### src/rtl/rgb_to_cry.sv
// RGB888 -> Jaguar CRY encoder: normalise the pixel to full intensity with three
// restoring dividers, then scan the 256-entry hue ROM for the nearest entry.
module rgb_to_cry #(
  parameter bit FAST_BLACK = 1'b1
) (
  input  logic        sys_clk,
  input  logic        reset,
  input  logic        in_valid,
  output logic        in_ready,
  input  logic [7:0]  in_r,
  input  logic [7:0]  in_g,
  input  logic [7:0]  in_b,
  output logic [7:0]  rom_addr,
  output logic        rom_en,
  input  logic [23:0] rom_data,
  output logic        out_valid,
  input  logic        out_ready,
  output logic [15:0] out_cry
);

  localparam int unsigned PIX_W   = 8;
  localparam int unsigned NUM_W   = 16;
  localparam int unsigned SAD_W   = 10;
  localparam int unsigned CNT_W   = 3;
  localparam int unsigned N_LANES = 3;

  typedef enum logic [1:0] {S_IDLE, S_DIV, S_SCAN, S_DONE} state_t;

  state_t r_state;
  state_t w_state_nxt;

  logic              r_in_ready;
  logic              r_out_valid;
  logic [15:0]       r_out_cry;
  logic [PIX_W-1:0]  r_rom_addr;
  logic              r_rom_en;
  logic              r_cmp_vld;
  logic [PIX_W-1:0]  r_cmp_idx;
  logic [SAD_W-1:0]  r_best_sad;
  logic [PIX_W-1:0]  r_best_idx;
  logic [CNT_W-1:0]  r_div_cnt;
  logic [PIX_W-1:0]  r_y;
  logic [PIX_W-1:0]  r_rem   [N_LANES];
  logic [PIX_W-1:0]  r_numlo [N_LANES];
  logic [PIX_W-1:0]  r_q     [N_LANES];

  logic              w_accept;
  logic              w_black;
  logic              w_last_cmp;
  logic              w_better;
  logic [PIX_W-1:0]  w_y;
  logic [PIX_W-1:0]  w_pix   [N_LANES];
  logic [NUM_W-1:0]  w_num   [N_LANES];
  logic [PIX_W:0]    w_trial [N_LANES];
  logic              w_ge    [N_LANES];
  logic [PIX_W-1:0]  w_rom_c [N_LANES];
  logic [PIX_W-1:0]  w_diff  [N_LANES];
  logic [SAD_W-1:0]  w_sad;
  logic [PIX_W-1:0]  w_best_idx_nxt;

  assign in_ready  = r_in_ready;
  assign out_valid = r_out_valid;
  assign out_cry   = r_out_cry;
  assign rom_addr  = r_rom_addr;
  assign rom_en    = r_rom_en;

  assign w_accept   = in_valid & r_in_ready;
  assign w_y        = (in_r >= in_g) ? ((in_r >= in_b) ? in_r : in_b)
                                     : ((in_g >= in_b) ? in_g : in_b);
  assign w_black    = FAST_BLACK && (w_y == '0);
  assign w_last_cmp = r_cmp_vld && (r_cmp_idx == {PIX_W{1'b1}});

  // Per-lane numerator x*255, divider trial subtract and SAD term against the ROM entry.
  always_comb begin
    w_pix[0]   = in_r;
    w_pix[1]   = in_g;
    w_pix[2]   = in_b;
    w_rom_c[0] = rom_data[23:16];
    w_rom_c[1] = rom_data[15:8];
    w_rom_c[2] = rom_data[7:0];
    for (int i = 0; i < N_LANES; i++) begin
      w_num[i]   = {w_pix[i], 8'h00} - NUM_W'(w_pix[i]);
      w_trial[i] = {r_rem[i], r_numlo[i][PIX_W-1]};
      w_ge[i]    = (r_y != '0) && (w_trial[i] >= {1'b0, r_y});
      w_diff[i]  = (r_q[i] >= w_rom_c[i]) ? (r_q[i] - w_rom_c[i]) : (w_rom_c[i] - r_q[i]);
    end
  end

  assign w_sad          = SAD_W'(w_diff[0]) + SAD_W'(w_diff[1]) + SAD_W'(w_diff[2]);
  assign w_better       = w_sad < r_best_sad;
  assign w_best_idx_nxt = w_better ? r_cmp_idx : r_best_idx;

  always_ff @(posedge sys_clk or posedge reset) begin
    if (reset) r_state <= S_IDLE;
    else       r_state <= w_state_nxt;
  end

  always_comb begin
    w_state_nxt = r_state;
    case (r_state)
      S_IDLE: if (w_accept) w_state_nxt = w_black ? S_DONE : S_DIV;
      S_DIV:  if (r_div_cnt == {CNT_W{1'b1}}) w_state_nxt = S_SCAN;
      S_SCAN: if (w_last_cmp) w_state_nxt = S_DONE;
      S_DONE: if (out_ready) w_state_nxt = S_IDLE;
      default: w_state_nxt = S_IDLE;
    endcase
  end

  // Datapath and registered outputs; compare stage trails the ROM address by one cycle.
  always_ff @(posedge sys_clk or posedge reset) begin
    if (reset) begin
      r_in_ready  <= 1'b1;
      r_out_valid <= 1'b0;
      r_out_cry   <= '0;
      r_rom_addr  <= '0;
      r_rom_en    <= 1'b0;
      r_cmp_vld   <= 1'b0;
      r_cmp_idx   <= '0;
      r_best_sad  <= {SAD_W{1'b1}};
      r_best_idx  <= '0;
      r_div_cnt   <= '0;
      r_y         <= '0;
      for (int i = 0; i < N_LANES; i++) begin
        r_rem[i]   <= '0;
        r_numlo[i] <= '0;
        r_q[i]     <= '0;
      end
    end else begin
      r_in_ready  <= (w_state_nxt == S_IDLE);
      r_out_valid <= (w_state_nxt == S_DONE);
      r_cmp_vld   <= r_rom_en;
      r_cmp_idx   <= r_rom_addr;
      case (r_state)
        S_IDLE: begin
          if (w_accept) begin
            r_y       <= w_y;
            r_div_cnt <= '0;
            for (int i = 0; i < N_LANES; i++) begin
              r_rem[i]   <= w_num[i][NUM_W-1:PIX_W];
              r_numlo[i] <= w_num[i][PIX_W-1:0];
              r_q[i]     <= '0;
            end
            if (w_black) r_out_cry <= '0;
          end
        end
        S_DIV: begin
          r_div_cnt <= r_div_cnt + CNT_W'(1);
          for (int i = 0; i < N_LANES; i++) begin
            r_rem[i]   <= w_ge[i] ? PIX_W'(w_trial[i] - {1'b0, r_y}) : w_trial[i][PIX_W-1:0];
            r_numlo[i] <= {r_numlo[i][PIX_W-2:0], 1'b0};
            r_q[i]     <= {r_q[i][PIX_W-2:0], w_ge[i]};
          end
          if (r_div_cnt == {CNT_W{1'b1}}) begin
            r_rom_addr <= '0;
            r_rom_en   <= 1'b1;
          end
        end
        S_SCAN: begin
          if (r_rom_en) begin
            if (r_rom_addr == {PIX_W{1'b1}}) r_rom_en <= 1'b0;
            else                             r_rom_addr <= r_rom_addr + PIX_W'(1);
          end
          if (r_cmp_vld && w_better) begin
            r_best_sad <= w_sad;
            r_best_idx <= r_cmp_idx;
          end
          if (w_last_cmp) r_out_cry <= {w_best_idx_nxt, r_y};
        end
        S_DONE: begin
          if (out_ready) begin
            r_best_sad <= {SAD_W{1'b1}};
            r_rom_addr <= '0;
          end
        end
        default: ;
      endcase
    end
  end

endmodule
### config.mk
export PLATFORM = sky130hd
export DESIGN_NAME = rgb_to_cry
export DESIGN_NICKNAME = d
export VERILOG_FILES = /design/src/rtl/rgb_to_cry.sv
export SDC_FILE = /design/constraint.sdc
export NUM_CORES = 1
export LEC_CHECK = 0
export BUFFER_PORTS_ARGS = -buffer_cell sky130_fd_sc_hd__buf_4
export CELL_PAD_IN_SITES_DETAIL_PLACEMENT = 0
export CELL_PAD_IN_SITES_GLOBAL_PLACEMENT = 1
export CORE_ASPECT_RATIO = 1.75
export CORE_MARGIN = 10
export CORE_UTILIZATION = 47
export DETAILED_ROUTE_END_ITERATION = 6
export MAX_ROUTING_LAYER = met4
export PLACE_DENSITY_LB_ADDON = 0.1
export SLEW_MARGIN = 20
export SYNTH_ARGS = -nofsm -noshare
export SYNTH_HDL_FRONTEND = slang
export SYNTH_SLANG_ARGS = --single-unit
### constraint.sdc
create_clock -name sys_clk -period 6.9 [get_ports sys_clk]
set_input_delay 0.345 -clock sys_clk [delete_from_list [all_inputs] [get_ports sys_clk]]
set_output_delay 0.345 -clock sys_clk [all_outputs]
set_load 0.01 [all_outputs]
# ---- Word level (Yosys, flattened, before mapping)
# Cells that the tools add are included.
# Widths: inputs -> output; s select.
dict set report word_totals {
  input_bits 52
  out_inout_bits 27
  elab_cells 124
  reg_bits 139
}
dict set report classes {
  n_eq_ne 15
  n_reduce_logical 21
  mux 40
  add_sub_neg 16
  bitwise_logic 1
  n_lt_le_gt_ge 10
}
# cell n
set op_table {}
lappend op_table {{$pmux 24 s2} 3}
lappend op_table {{$mux 8} 14}
lappend op_table {{$mux 24} 3}
lappend op_table {{$sub 8x8->8} 9}
lappend op_table {{$ge 8x8->1} 6}
lappend op_table {{$mux 16} 3}
lappend op_table {{$sub 16x8->16} 3}
lappend op_table {{$pmux 16 s2} 1}
lappend op_table {{$ge 9x8->1} 3}
lappend op_table {{$pmux 8 s3} 1}
lappend op_table {{$mux 10} 2}
lappend op_table {{$pmux 10 s2} 1}
lappend op_table {{$eq 8x8->1 const B} 2}
lappend op_table {{$ne 2x2->1 const B} 8}
lappend op_table {{$add 9x8->10} 1}
lappend op_table {{$lt 10x10->1} 1}
lappend op_table {{$mux 2} 5}
lappend op_table {{$add 8x8->9} 1}
lappend op_table {{$add 8x1->8 const B} 1}
lappend op_table {{$logic_not 8->1} 1}
lappend op_table {{$pmux 2 s4} 1}
lappend op_table {{$reduce_and 2->1} 4}
lappend op_table {{$reduce_bool 2->1} 4}
lappend op_table {{$reduce_bool 8->1} 1}
lappend op_table {{other kinds (15)} 24}

# ---- Depth between registers and ports, before layout
# Gate-level depths: netlist of the first run.
dict set report logic_depth {
  word_depth 8
  ltp_mapped 32
  ltp_nobuf 28
}

# ---- Worst setup path after synthesis of the first run
# No wires, ideal clock.
dict set report synth_timing {
  kind {reg2reg}
  from {register r_q[8] in the netlist's numbering}
  to {register r_best_sad[0]}
  path_stages_with_launch 30
  required_ns 6.821
  setup_ns 0.079
  arrival_ns 6.031
  path_buffers 4
  path_slack_ns 0.791
  period_less_slack_ns 6.109
  cell_sequence {dfrtp_1 > inv_1 > ha_1 > inv_1 > fa_1 > a21o_1 > a21o_1 > a211oi_1 > o21ai_0 > a21oi_2 > buf_2 > mux2_2 > fa_1 > ha_1 > fa_1 > a21oi_1 > nor2_1 > nor2_1 > xnor2_1 > ha_1 > a21o_1 > a2111oi_0 > o21ai_1 > a31oi_1 > buf_2 > nor2b_1 > buf_2 > clkbuf_1 > nand2_1 > o21ai_0}
}
dict set report synth_between {
  elab_chain_cells 8
  elab_cells_between_ends 12
  cone_classes {add/sub: 4; order compare: 2; eq/ne: 1; mux: 3; reduce/logical: 2}
}
# item line
set synth_rtl {}
lappend synth_rtl {{start: declaration} 45} ;# logic [PIX_W-1:0] r_q [N_LANES];
lappend synth_rtl {{start signal: indexed assignment} 151} ;# r_q[i] <= {r_q[i][PIX_W-2:0], w_ge[i]};
lappend synth_rtl {{$sub 8x8->8 / $ge 8x8->1 (equally long branches)} 85} ;# w_diff[i] = (r_q[i] >= w_rom_c[i]) ? (r_q[i] - w_rom_c[i]) : (w_rom_c[i] - r_q[i]);
lappend synth_rtl {{$mux 8 (*)} 85}
lappend synth_rtl {{$add 8x8->9 (*)} 89} ;# assign w_sad = SAD_W'(w_diff[0]) + SAD_W'(w_diff[1]) + SAD_W'(w_diff[2]);
lappend synth_rtl {{$add 9x8->10 (*)} 89}
lappend synth_rtl {{$lt 10x10->1} 90} ;# assign w_better = w_sad < r_best_sad;
lappend synth_rtl {{$logic_and 1x1->1} 163} ;# if (r_cmp_vld && w_better) begin
lappend synth_rtl {{$ne 2x2->1 (no line)} n/a}
lappend synth_rtl {{$reduce_and 3->1 (no line)} n/a}
lappend synth_rtl {{end signal: assignment} 119} ;# r_best_sad <= {SAD_W{1'b1}};
lappend synth_rtl {{end signal: assignment} 164} ;# r_best_sad <= w_sad;
lappend synth_rtl {{end signal: assignment} 171} ;# r_best_sad <= {SAD_W{1'b1}};
lappend synth_rtl {{end: declaration} 39} ;# logic [SAD_W-1:0] r_best_sad;
# Every way passes the cells marked *; elsewhere a longest branch is shown, timed or not. The select of a mux whose other input is x is not followed.
# A chain may end at the register's enable or synchronous reset.

# ---- Worst setup path after layout of the first run
dict set report layout_timing {
  from {register r_q[8] in the netlist's numbering}
  to {register r_out_cry[10], in the netlist out_cry[10]}
}
dict set report layout_between {
  elab_chain_cells 8
  elab_cells_between_ends 10
  cone_classes {add/sub: 4; order compare: 2; mux: 4}
}
# item line
set layout_rtl {}
lappend layout_rtl {{$sub 8x8->8 / $ge 8x8->1 (equally long branches)} 85}
lappend layout_rtl {{$mux 8 (*)} 85}
lappend layout_rtl {{$add 8x8->9 (*)} 89}
lappend layout_rtl {{$add 9x8->10 (*)} 89}
lappend layout_rtl {{$lt 10x10->1 (*)} 90}
lappend layout_rtl {{$mux 8 (*)} 91} ;# assign w_best_idx_nxt = w_better ? r_cmp_idx : r_best_idx;
lappend layout_rtl {{$mux 16 (*)} 167} ;# if (w_last_cmp) r_out_cry <= {w_best_idx_nxt, r_y};
lappend layout_rtl {{$pmux 16 s2 (*)} 133} ;# case (r_state)
lappend layout_rtl {{end signal: assignment} 167}
lappend layout_rtl {{end: declaration} 34} ;# logic [15:0] r_out_cry;
# Marked as above.

==> run metrics, run 1 <==
status completed; clk slew on worst S/H paths roughly 0.06 ns; post-route core utilization 0.544; first-pass GRT wire length approximately 47000 um; Critical R2R Launch r_q[8]$_DFFE_PP0P_; reg2reg path depth 27; clk_skew 0.00711 ns; die width about 130 um; Crit. End Element register; R2R setup slack 0.44 ns; worst hold path type input port to async pin; core area 22000 um2; Relative slew margins 0.407; Power Total ~2.5 mW; combinational group share of total power 0.293; Cell Rows 72; cell taking the most area after synthesis dfrtp_1; DRT iter0 DRCs roughly 360; Synth Register Bits roughly 140; H-tree depth 4; Num CTS Buffers 17; Synth top area share 0.307; filler instances between 2000 and 2500; post-DR wirelength/cell about 19 um; cell area after layout 12000 um2; Synth cell types about 70; Leak approximately 6 nW; Net Sw Frac 0.317; Vias between 8000 and 9000; Clock Latency Late Sink 0.43 ns; Flop pwr share 0.354; ys async rst share 1.00; max-cap violations 0; CP required 7.21 ns; Initial Util 0.475; DRC errors left 0; 1st-pass router iterations 5; Setup Crit Path Kind register to register; CTS Root Cell clkbuf_16; Die Ht between 200 and 250 um; CTS tree done; antenna violations before repair 0; synthesis-to-finish area growth 14.4%; final hold vios 0; GRT Util Overall 0.212; largest net degree at the start of global routing 79; period utilisation layout 0.937; IO Pins between 70 and 80; unrepaired setup endpoints after global routing false; Avg Synthesized Cell Area between 9 and 10 um2; net switching component of the power 0.780 mW; WP data arrival between 6 and 7 ns; worst vdd ir 0.157 mV; Syn Std Cell Area 10500 um2; clk buf depth 2; Critical Path Start r_q[8]$_DFFE_PP0P_; Overflow after GRT 0; routability cong. 0.907; Tmin final around 6.5 ns; Setup crit start kind register; Num Clock Sinks about 140; Critical Path End out_cry[10]$_DFFE_PP0P_; IO buf count 78; Slew Viols, Final 0; internal power 1.68 mW; total negative slack 0 ns; Yosys warning total 0; n_diodes 0; hpwl dp 22700 um; Post-synth top flop dfrtp_1; f_max around 150 MHz; Mapped Nets 1346; Crit Path Max Fanout 8; die area 28800 um2; Synth area leaders dfrtp_1 (31%), ha_1 (14%), inv_1 (4.7%); routed vias/inst between 5 and 6; DRT antenna net count 0; Hold-fix buffers, CTS 0; placed cell areas 11400 um2; Clk network pwr share 0.353; Worst-Margin Slew between 0.8 and 0.9 ns; share of cells above drive strength 1 0.144; Power Density around 210 nW/um2; vias in the first global route 9069; sequential area share after synthesis 0.334; Routed WL just under 30000 um; Nets 1419; reg-to-reg endpoint out_cry[10]$_DFFE_PP0P_; final setup fails 0; Post-synth EDFFs 0; Post-Synthesis Cells between 1000 and 1500
## per-stage QoR
| stage | setup slack (ns) | cells | hold WS (ns) |
|---|---|---|---|
| after CTS | 0.255 | 1539 | 0.0730 |
| final | 0.437 | 1543 | 0.0592 |
| after global routing | 0.0138 | 1543 | 0.108 |
| after global placement | 0.373 | 1507 | 0.453 |
| after detailed placement | 0.299 | 1507 | 0.460 |
| after floorplan | 0.791 | 1161 | 0.446 |
## repair_timing
action | CTS | global route
setup buffers | 0 | 4
gates resized for setup | 0 | 4
setup endpoints to repair | 0 | 26
## state kept, by name (all words and copies together) (netlist names), 2 cells and up
| signal | cells |
|---|---|
| r_numlo | 24 |
| r_best_sad | 10 |
| r_div_cnt | 3 |
| out_cry | 16 |
| rom_addr | 8 |
| r_cmp_idx | 8 |
| r_rem | 24 |
| r_best_idx | 8 |
| r_q | 24 |
| r_y | 8 |
| r_state | 2 |
## worst max-delay path: stages (launching register included)
cell       delay, ns
dfrtp_1         0.38
inv_1           0.10
ha_1            0.15
inv_1           0.06
fa_1            0.38
a21o_1          0.16
a21o_1          0.20
a211oi_1        0.23
o21ai_0         0.14
a21oi_2         0.31
buf_4           0.17
mux2_2          0.36
fa_1            0.46
ha_1            0.25
fa_1            0.42
a21oi_1         0.15
nor2_1          0.05
nor2_1          0.17
xnor2_1         0.19
ha_1            0.29
a21o_1          0.18
a2111oi_1       0.40
o21ai_1         0.13
a31oi_2         0.22
buf_4           0.23
mux2i_1         0.23
nor2_1          0.06
mux2_2          0.28
## cell type report
cell class | instances | area [um2] | share of cell area
clock buffer | 22 | 454 | 0.0380
tap | 296 | 370 | 0.0310
inverter | 131 | 497 | 0.0416
multi-input combinational | 851 | 6340 | 0.530
timing repair buffer | 94 | 706 | 0.0590
clock inverter | 10 | 93.8 | 0.00785
sequential | 139 | 3490 | 0.292
## how the worst min path moves through the flow
stage,to,cells past startpoint
after global placement,r_cmp_idx[7]$_DFF_PP0_,0
after CTS,r_best_idx[0]$_DFFE_PP0P_,2
final,rom_addr[5]$_DFFE_PP0P_,2
after floorplan,r_div_cnt[0]$_DFFE_PP0P_,1
after detailed placement,r_cmp_idx[7]$_DFF_PP0_,0
after global routing,rom_addr[4]$_DFFE_PP0P_,2
## cell usage after synthesis, types with 3 or more instances
master	instances
o21bai_1	4
and2_1	3
nand2_1	111
nand3_1	10
ha_1	115
a22o_1	4
a211o_1	4
o31ai_1	4
a22oi_1	4
a31oi_1	20
or3_1	14
a21o_1	21
o21a_1	3
mux2_2	27
and3_1	4
o2111ai_1	3
nand4_1	16
nor2_1	79
o211ai_1	4
fa_1	18
dfstp_2	11
o221ai_1	10
nand2b_1	10
nor3_1	20
inv_1	131
a21boi_0	6
a211oi_1	4
a41oi_1	3
a21oi_1	71
xnor2_1	36
o21ai_0	92
mux2i_1	40
o22ai_1	20
nor2b_1	11
dfrtp_1	128
a221o_1	7
xor2_1	18
clkbuf_1	31
buf_2	5
## power by group through the flow
stage                     Sequential, mW  Clock, mW  Combinational, mW
after floorplan                    0.881          0              0.511
after global placement             0.883          0              0.704
after detailed placement           0.885          0              0.708
after CTS                          0.871      0.886              0.713
after global routing               0.873      0.919              0.809
final                              0.871      0.869              0.722
## metal layers
layer  track usage  share of wire  vias to the layer above  wire (um)
met3        0.0242          0.024                       59        705
met5             -              0                        -          0
met1         0.209           0.37                     4184      10800
met2         0.405           0.57                      141      16700
met4        0.0976          0.039                        0       1140
li1              -              -                     4223          -
## cells in the final DEF, fill, tap and decap left out, types with 20 or more instances in the layout
cell type,n
a21o_1,21
a21oi_1,71
buf_4,94
dfrtp_1,128
ha_1,115
inv_1,130
mux2_2,27
mux2i_1,40
nand2_1,110
nor2_1,77
nor3_1,20
o21ai_0,92
o22ai_1,20
xnor2_1,35
## kinds of logic (layout without fill, tap and decap cells)
group,count (synthesis),after routing,share of synthesized area
xor+xnor,54,54,0.0453
fa+ha+maj,133,133,0.172
buf+inv,171,257,0.0629
mux,70,70,0.0724
flops,139,139,0.334
simple gates,292,292,0.129
compound gates,302,302,0.184
Note: power is estimated with default switching activity, not from simulation.
==> run 2: changes to the inputs <==
--- a/config.mk
+++ b/config.mk
@@ -5,12 +5,13 @@
 export SDC_FILE = /design/constraint.sdc
 export NUM_CORES = 1
 export LEC_CHECK = 0
+export ABC_AREA = 1
 export BUFFER_PORTS_ARGS = -buffer_cell sky130_fd_sc_hd__buf_4
 export CELL_PAD_IN_SITES_DETAIL_PLACEMENT = 0
 export CELL_PAD_IN_SITES_GLOBAL_PLACEMENT = 1
 export CORE_ASPECT_RATIO = 1.75
 export CORE_MARGIN = 10
-export CORE_UTILIZATION = 47
+export CORE_UTILIZATION = 46
 export DETAILED_ROUTE_END_ITERATION = 6
 export MAX_ROUTING_LAYER = met4
 export PLACE_DENSITY_LB_ADDON = 0.1
==> run 2 against run 1 <==
  * Worst hold slack got worse by 0.018 ns
  * Global-route usage up 0.12 points
  * Setup slack improved by 0.35 ns
  * Die area increased by 8.1%
  * Non-clock buffer count shrank 11
  * Maximum frequency rose by 5.7%
  * Via count rose by 15%
  * Combinational power increased by 34%
  * Total power is 12% higher
  * Clock skew rose by 0.0041 ns
  * Clock-buffer cell count is 4 lower
  * Critical path type unchanged
==> run metrics, run 2 <==
H-tree depth 4 (unchanged); first-pass GRT wire length 51100 um (was 47500 um); Worst Slack Setup Final 0.788 ns (was 0.437 ns); total negative slack 0 ns (unchanged); CTS Root Cell clkbuf_16 (unchanged); largest net degree at the start of global routing 82 (was 79); final hold vios 0 (unchanged); Power Total 2.76 mW (was 2.46 mW); ys async rst share 1.00 (unchanged); most frequent cells in the layout nand2_1 (276), inv_1 (222), dfrtp_1 (128) (was inv_1 (130), dfrtp_1 (128), ha_1 (115)); DRT antenna net count 0 (unchanged); CP required 7.27 ns (was 7.21 ns); Yosys warning total 0 (unchanged); Die Ht 226 um (was 217 um); clk slew on worst S/H paths 0.06 ns (about the same); Setup Crit Path Kind register to register (unchanged); cell taking the most area after synthesis dfrtp_1 (unchanged); Post-synth top flop dfrtp_1 (unchanged); Critical R2R Launch r_q[0]$_DFFE_PP0P_ (was r_q[8]$_DFFE_PP0P_); Synth top area share 0.287 (was 0.307); sequential area share after synthesis 0.312 (was 0.334); period utilisation layout 0.886 (was 0.937); Post-CTS Setup Repair Bufs 0 (unchanged); DRC errors left 0 (unchanged); Nets 1698 (was 1419); post-DR wirelength/cell 17.2 um (was 19.0 um); core area 23900 um2 (was 22000 um2); Cell Rows 75 (was 72); clk buf depth 2 (unchanged); Post-Synthesis Cells 1455 (was 1161); Num CTS Buffers 17 (unchanged); status completed (unchanged); die area 31200 um2 (was 28800 um2); Initial Util 0.467 (was 0.475); Vias 9862 (was 8607); Crit. End Element register (unchanged); die width 138 um (was 133 um); register area 3490 um2 (unchanged); GRT Util Overall 0.213 (was 0.212); CTS tree done (unchanged); worst slack at placement 0.834 ns (was 0.299 ns); Synth Register Bits 139 (unchanged); max-cap violations 0 (unchanged); Avg Synthesized Cell Area 7.68 um2 (was 9.00 um2); Crit Path Max Fanout 22 (was 8); Power Density 220 nW/um2 (was 206 nW/um2); Synth cell types 53 (was 69); clk_skew 0.0112 ns (was 0.00711 ns); Leak 6.53 nW (was 5.99 nW); routability cong. 0.966 (was 0.907); share of cells above drive strength 1 0.121 (was 0.144); filler instances 2421 (was 2166); Critical Path End r_best_sad[7]$_DFFE_PP1P_ (was out_cry[10]$_DFFE_PP0P_); synth cell count leaders nand2_1 (277), inv_1 (225), dfrtp_1 (128) (was inv_1 (131), dfrtp_1 (128), ha_1 (115)); Top cell by count, worst path inv_1; post-cts sizing count 0 (unchanged); IO buf count 78 (unchanged); Mapped Nets 1640 (was 1346); Overflow after GRT 0 (unchanged); Synth area leaders dfrtp_1 (29%), ha_1 (13%), nand2_1 (9.3%) (was dfrtp_1 (31%), ha_1 (14%), inv_1 (4.7%)); Post-synth EDFFs 0 (unchanged); Critical Path Start r_q[0]$_DFFE_PP0P_ (was r_q[8]$_DFFE_PP0P_); final setup fails 0 (unchanged); routed vias/inst 5.38 (was 5.58); worst hold path type input port to async pin (unchanged); WP data arrival 6.48 ns (was 6.78 ns); post-route core utilization 0.523 (was 0.544); unrepaired setup endpoints after global routing false (unchanged); Regs by FF count r_numlo: 24 flops, r_q: 24 flops, r_rem: 24 flops (unchanged); most numerous cell in the Yosys netlist nand2_1 (was inv_1); 1st-pass router iterations 5 (unchanged); reg-to-reg endpoint r_best_sad[7]$_DFFE_PP1P_ (was out_cry[10]$_DFFE_PP0P_); Setup crit start kind register (unchanged); antenna violations before repair 0 (unchanged); Tmin final 6.11 ns (was 6.46 ns); n_diodes 0 (unchanged); R2R setup slack 0.79 ns (was 0.44 ns); IO Pins 79 (unchanged); CP max stage delay 0.54 ns (was 0.46 ns); Num Clock Sinks 139 (unchanged); f_max 164 MHz (was 155 MHz); vias in the first global route 10200 (was 9069); hpwl dp 24300 um (was 22700 um); Slew Viols, Final 0 (unchanged); Relative slew margins 0.298 (was 0.407); DRT iter0 DRCs 478 (was 364); reg2reg path depth 30 (was 27); Routed WL 31500 um (was 29400 um); synthesis-to-finish area growth 11.9% (was 14.4%); most common cell after layout, fill and taps aside nand2_1 (was inv_1); critical path's slowest cell fa_1 (unchanged); Hold-fix buffers, CTS 0 (unchanged); Worst-Margin Slew 1.05 ns (was 0.886 ns); multi-input logic area 6600 um2 (was 6340 um2); Clock Latency Late Sink 0.45 ns (was 0.43 ns); worst vdd ir 0.214 mV (was 0.157 mV); Syn Std Cell Area 11200 um2 (was 10500 um2)
run 2: worst min path at each step:
| stage | start | to | slack [ns] | cells past startpoint |
|---|---|---|---|---|
| floorplan | rom_addr[5]$_DFFE_PP0P_ | r_cmp_idx[5]$_DFF_PP0_ | 0.43 | 0 |
| global placement | rom_addr[5]$_DFFE_PP0P_ | r_cmp_idx[5]$_DFF_PP0_ | 0.41 | 0 |
| detailed placement | rom_addr[7]$_DFFE_PP0P_ | r_cmp_idx[7]$_DFF_PP0_ | 0.41 | 0 |
| CTS | reset | r_q[9]$_DFFE_PP0P_ | 0.07 | 2 |
| global route | reset | r_q[10]$_DFFE_PP0P_ | 0.1 | 2 |
| finish | reset | r_q[10]$_DFFE_PP0P_ | 0.04 | 2 |
run 2: final cells by class:
| type | count | share of cell area |
|---|---|---|
| sequential | 139 | 0.279 |
| timing repair buffer | 83 | 0.0498 |
| clock buffer | 18 | 0.0343 |
| inverter | 229 | 0.0691 |
| clock inverter | 13 | 0.00970 |
| multi-input combinational | 1043 | 0.527 |
| tap | 308 | 0.0308 |
run 2: cell families (layout without fill, tap and decap cells):
| family | Yosys count | after routing | share of synthesized area |
|---|---|---|---|
| simple gates | 522 | 522 | 0.206 |
| compound gates | 321 | 321 | 0.168 |
| buf+inv | 273 | 343 | 0.0978 |
| flops | 139 | 139 | 0.312 |
| fa+ha+maj | 133 | 133 | 0.161 |
| xor+xnor | 51 | 51 | 0.0400 |
| mux | 16 | 16 | 0.0153 |
run 2: per-layer routing:
metal	wire length (um)	GRT usage	part of all wire
met1	11800	0.212	0.38
met2	17400	0.391	0.55
met3	856	0.0296	0.027
met4	1370	0.109	0.043
met5	0	-	0
run 2: per-stage QoR:
step           area (um2)  instances  hold slack, ns
6_report            12500       1833          0.0415
5_1_grt             12500       1833          0.0990
4_1_cts             12500       1833          0.0656
3_5_place_dp        12000       1802           0.410
3_3_place_gp        12000       1802           0.406
2_1_floorplan       11200       1455           0.435
run 2: report_power, final:
part / internal, mW / switching [mW]
combinational: 0.339 / 0.630
sequential: 0.891 / 0.0147
clock: 0.495 / 0.388
run 2: critical path: cells and delay by family (launching register included):
family / cells / cell delay, ns
buf+inv: 8 / 0.93
fa+ha+maj: 5 / 1.84
xor+xnor: 2 / 0.38
simple gates: 4 / 0.71
compound gates: 11 / 1.77
flops: 1 / 0.38
==> run 3: changes to the inputs <==
==> constraint.sdc (replaced) <==
create_clock -name sys_clk -period 6.4 [get_ports sys_clk]
set_input_delay 0.32 -clock sys_clk [delete_from_list [all_inputs] [get_ports sys_clk]]
set_output_delay 0.32 -clock sys_clk [all_outputs]
set_load 0.01 [all_outputs]
==> run 3 against run 2 <==
  * Clock power increased by 6.7%
  * Critical path depth down 1
  * Die area did not move
==> run metrics, run 3 (same netlist as run 2, synthesis figures left out) <==
Regs by FF count r_numlo: 24 flops, r_q: 24 flops, r_rem: 24 flops (unchanged); Slew Viols, Final 0 (unchanged); delay-heaviest family, CP compound AO/OA/AOI/OAI gates (was adder cells); critical path's slowest cell fa_1 (unchanged); DRT antenna net count 0 (unchanged); worst slack at placement 0.536 ns (was 0.834 ns); Power Total 2.99 mW (was 2.76 mW); cell area after layout 12500 um2 (about the same); Num Clock Sinks 139 (unchanged); IO buf count 78 (unchanged); most common cell after layout, fill and taps aside nand2_1 (unchanged); H-tree depth 4 (unchanged); antenna violations before repair 0 (unchanged); die width 138 um (unchanged); largest net degree at the start of global routing 79 (was 82); post-DR wirelength/cell 17.1 um (was 17.2 um); IO Pins 79 (unchanged); clk buf depth 2 (unchanged); met3 Track Usage GR 0.0316 (was 0.0296); Initial Util 0.467 (unchanged); Relative slew margins 0.289 (was 0.298); die area 31200 um2 (unchanged); total negative slack 0 ns (unchanged); worst hold path type input port to async pin (unchanged); share of cells above drive strength 1 0.124 (was 0.121); Buf/Inv on CP 6 (was 8); CP required 6.72 ns (was 7.27 ns); Worst Slack Setup Final 0.582 ns (was 0.788 ns); M1 GR Usage 0.214 (was 0.212); 1st-pass router iterations 5 (unchanged); Worst Hold Slack 0.0148 ns (was 0.0415 ns); Crit Path Max Fanout 21 (was 22); unrepaired setup endpoints after global routing false (unchanged); CTS tree done (unchanged); worst vdd ir 0.217 mV (was 0.214 mV); final hold vios 0 (unchanged); Cell Rows 75 (unchanged); WP data arrival 6.14 ns (was 6.48 ns); Vias 9783 (was 9862); final setup fails 0 (unchanged); clk slew on worst S/H paths 0.07 ns (was 0.06 ns); combinational group share of total power 0.359 (was 0.351); Crit. End Element register (unchanged); Net Sw Frac 0.375 (about the same); core area 23900 um2 (unchanged); first-pass GRT wire length 50500 um (was 51100 um); Overflow after GRT 0 (unchanged); most frequent cells in the layout nand2_1 (276), inv_1 (221), dfrtp_1 (128) (was nand2_1 (276), inv_1 (222), dfrtp_1 (128)); reg2reg path depth 29 (was 30); Flop pwr share 0.326 (was 0.328); placed cell areas 12000 um2 (about the same); clk_skew 0.0120 ns (was 0.0112 ns); Leak 6.55 nW (was 6.53 nW); synthesis-to-finish area growth 12.2% (was 11.9%); Tmin final 5.82 ns (was 6.11 ns); met2 Usage GRT 0.396 (was 0.391); DRC errors left 0 (unchanged); reg-to-reg endpoint r_best_idx[6]$_DFFE_PP0P_ (was r_best_sad[7]$_DFFE_PP1P_); Critical R2R Launch r_q[0]$_DFFE_PP0P_ (unchanged); n_diodes 0 (unchanged); Setup Crit Path Kind register to register (unchanged); hpwl dp 24400 um (was 24300 um); internal power 1.87 mW (was 1.73 mW); Clock Latency Late Sink 0.44 ns (was 0.45 ns); CTS Root Cell clkbuf_16 (unchanged); vias in the first global route 9876 (was 10200); Post-CTS Setup Repair Bufs 0 (unchanged); Nets 1700 (was 1698); net switching component of the power 1.12 mW (was 1.03 mW); max-cap violations 0 (unchanged); DRT iter0 DRCs 459 (was 478); WP depth 29 (was 30); status completed (unchanged); routability cong. 0.935 (was 0.966); filler instances 2409 (was 2421); Die Ht 226 um (unchanged); Clk network pwr share 0.315 (was 0.320); R2R setup slack 0.58 ns (was 0.79 ns); routed vias/inst 5.33 (was 5.38); Power Density 239 nW/um2 (was 220 nW/um2); Most Used Layer, Global Route met2 (unchanged); Critical Path End r_best_idx[6]$_DFFE_PP0P_ (was r_best_sad[7]$_DFFE_PP1P_); Num CTS Buffers 17 (unchanged); Setup crit start kind register (unchanged); f_max 172 MHz (was 164 MHz); Routed WL 31300 um (was 31500 um); period utilisation layout 0.909 (was 0.886); CP max stage delay 0.54 ns (about the same); Critical Path Start r_q[0]$_DFFE_PP0P_ (unchanged); GRT Util Overall 0.212 (was 0.213); Worst-Margin Slew 1.06 ns (was 1.05 ns)
run 3: what timing repair did:
action / CTS / global route
setup endpoints to repair: 0 / 19
gates resized for setup: 0 / 3
hold buffers: 0 / 0
run 3: worst reg2reg max path: cells and delay by family (launching register included):
family / cells / cell delay, ns
fa+ha+maj: 5 / 1.75
xor+xnor: 1 / 0.19
mux: 1 / 0.22
flops: 1 / 0.38
compound gates: 11 / 1.85
buf+inv: 6 / 0.61
simple gates: 5 / 0.70
run 3: layout make-up:
type | count | area (um2) | share of cell area
Timing Repair Buffer | 85 | 638 | 0.0509
Multi-Input combinational cell | 1043 | 6600 | 0.526
Clock buffer | 19 | 453 | 0.0361
Sequential cell | 139 | 3490 | 0.278
Tap cell | 308 | 385 | 0.0307
Inverter | 229 | 868 | 0.0692
Clock inverter | 13 | 104 | 0.00828
run 3: how the worst min path moves through the flow:
stage | from | to | slack [ns] | cells past startpoint
4_1_cts | reset | r_q[11]$_DFFE_PP0P_ | 0.03 | 2
5_1_grt | reset | r_q[12]$_DFFE_PP0P_ | 0.06 | 2
3_3_place_gp | rom_addr[5]$_DFFE_PP0P_ | r_cmp_idx[5]$_DFF_PP0_ | 0.41 | 0
2_1_floorplan | rom_addr[5]$_DFFE_PP0P_ | r_cmp_idx[5]$_DFF_PP0_ | 0.43 | 0
6_report | reset | r_q[12]$_DFFE_PP0P_ | 0.01 | 2
3_5_place_dp | rom_addr[5]$_DFFE_PP0P_ | r_cmp_idx[5]$_DFF_PP0_ | 0.40 | 0
run 3: power by group through the flow:
stage | clock network (mW) | logic, mW | registers [mW]
2_1_floorplan | 0 | 0.827 | 0.987
3_3_place_gp | 0 | 1.05 | 0.992
3_5_place_dp | 0 | 1.07 | 0.992
4_1_cts | 0.973 | 1.07 | 0.975
5_1_grt | 1.00 | 1.24 | 0.981
6_report | 0.942 | 1.07 | 0.975
run 3: through the flow:
step | std cells | util
after floorplan | 1455 | -
after global placement | 1804 | 0.500
after detailed placement | 1804 | 0.500
after CTS | 1836 | 0.524
after global routing | 1836 | 0.524
final | 1836 | 0.524
run 3: per-layer routing:
layer | vias to the layer above | wire length [um]
met5 | - | 0
met4 | 0 | 1010
met3 | 51 | 734
met2 | 158 | 17700
met1 | 4615 | 11900
li1 | 4959 | -
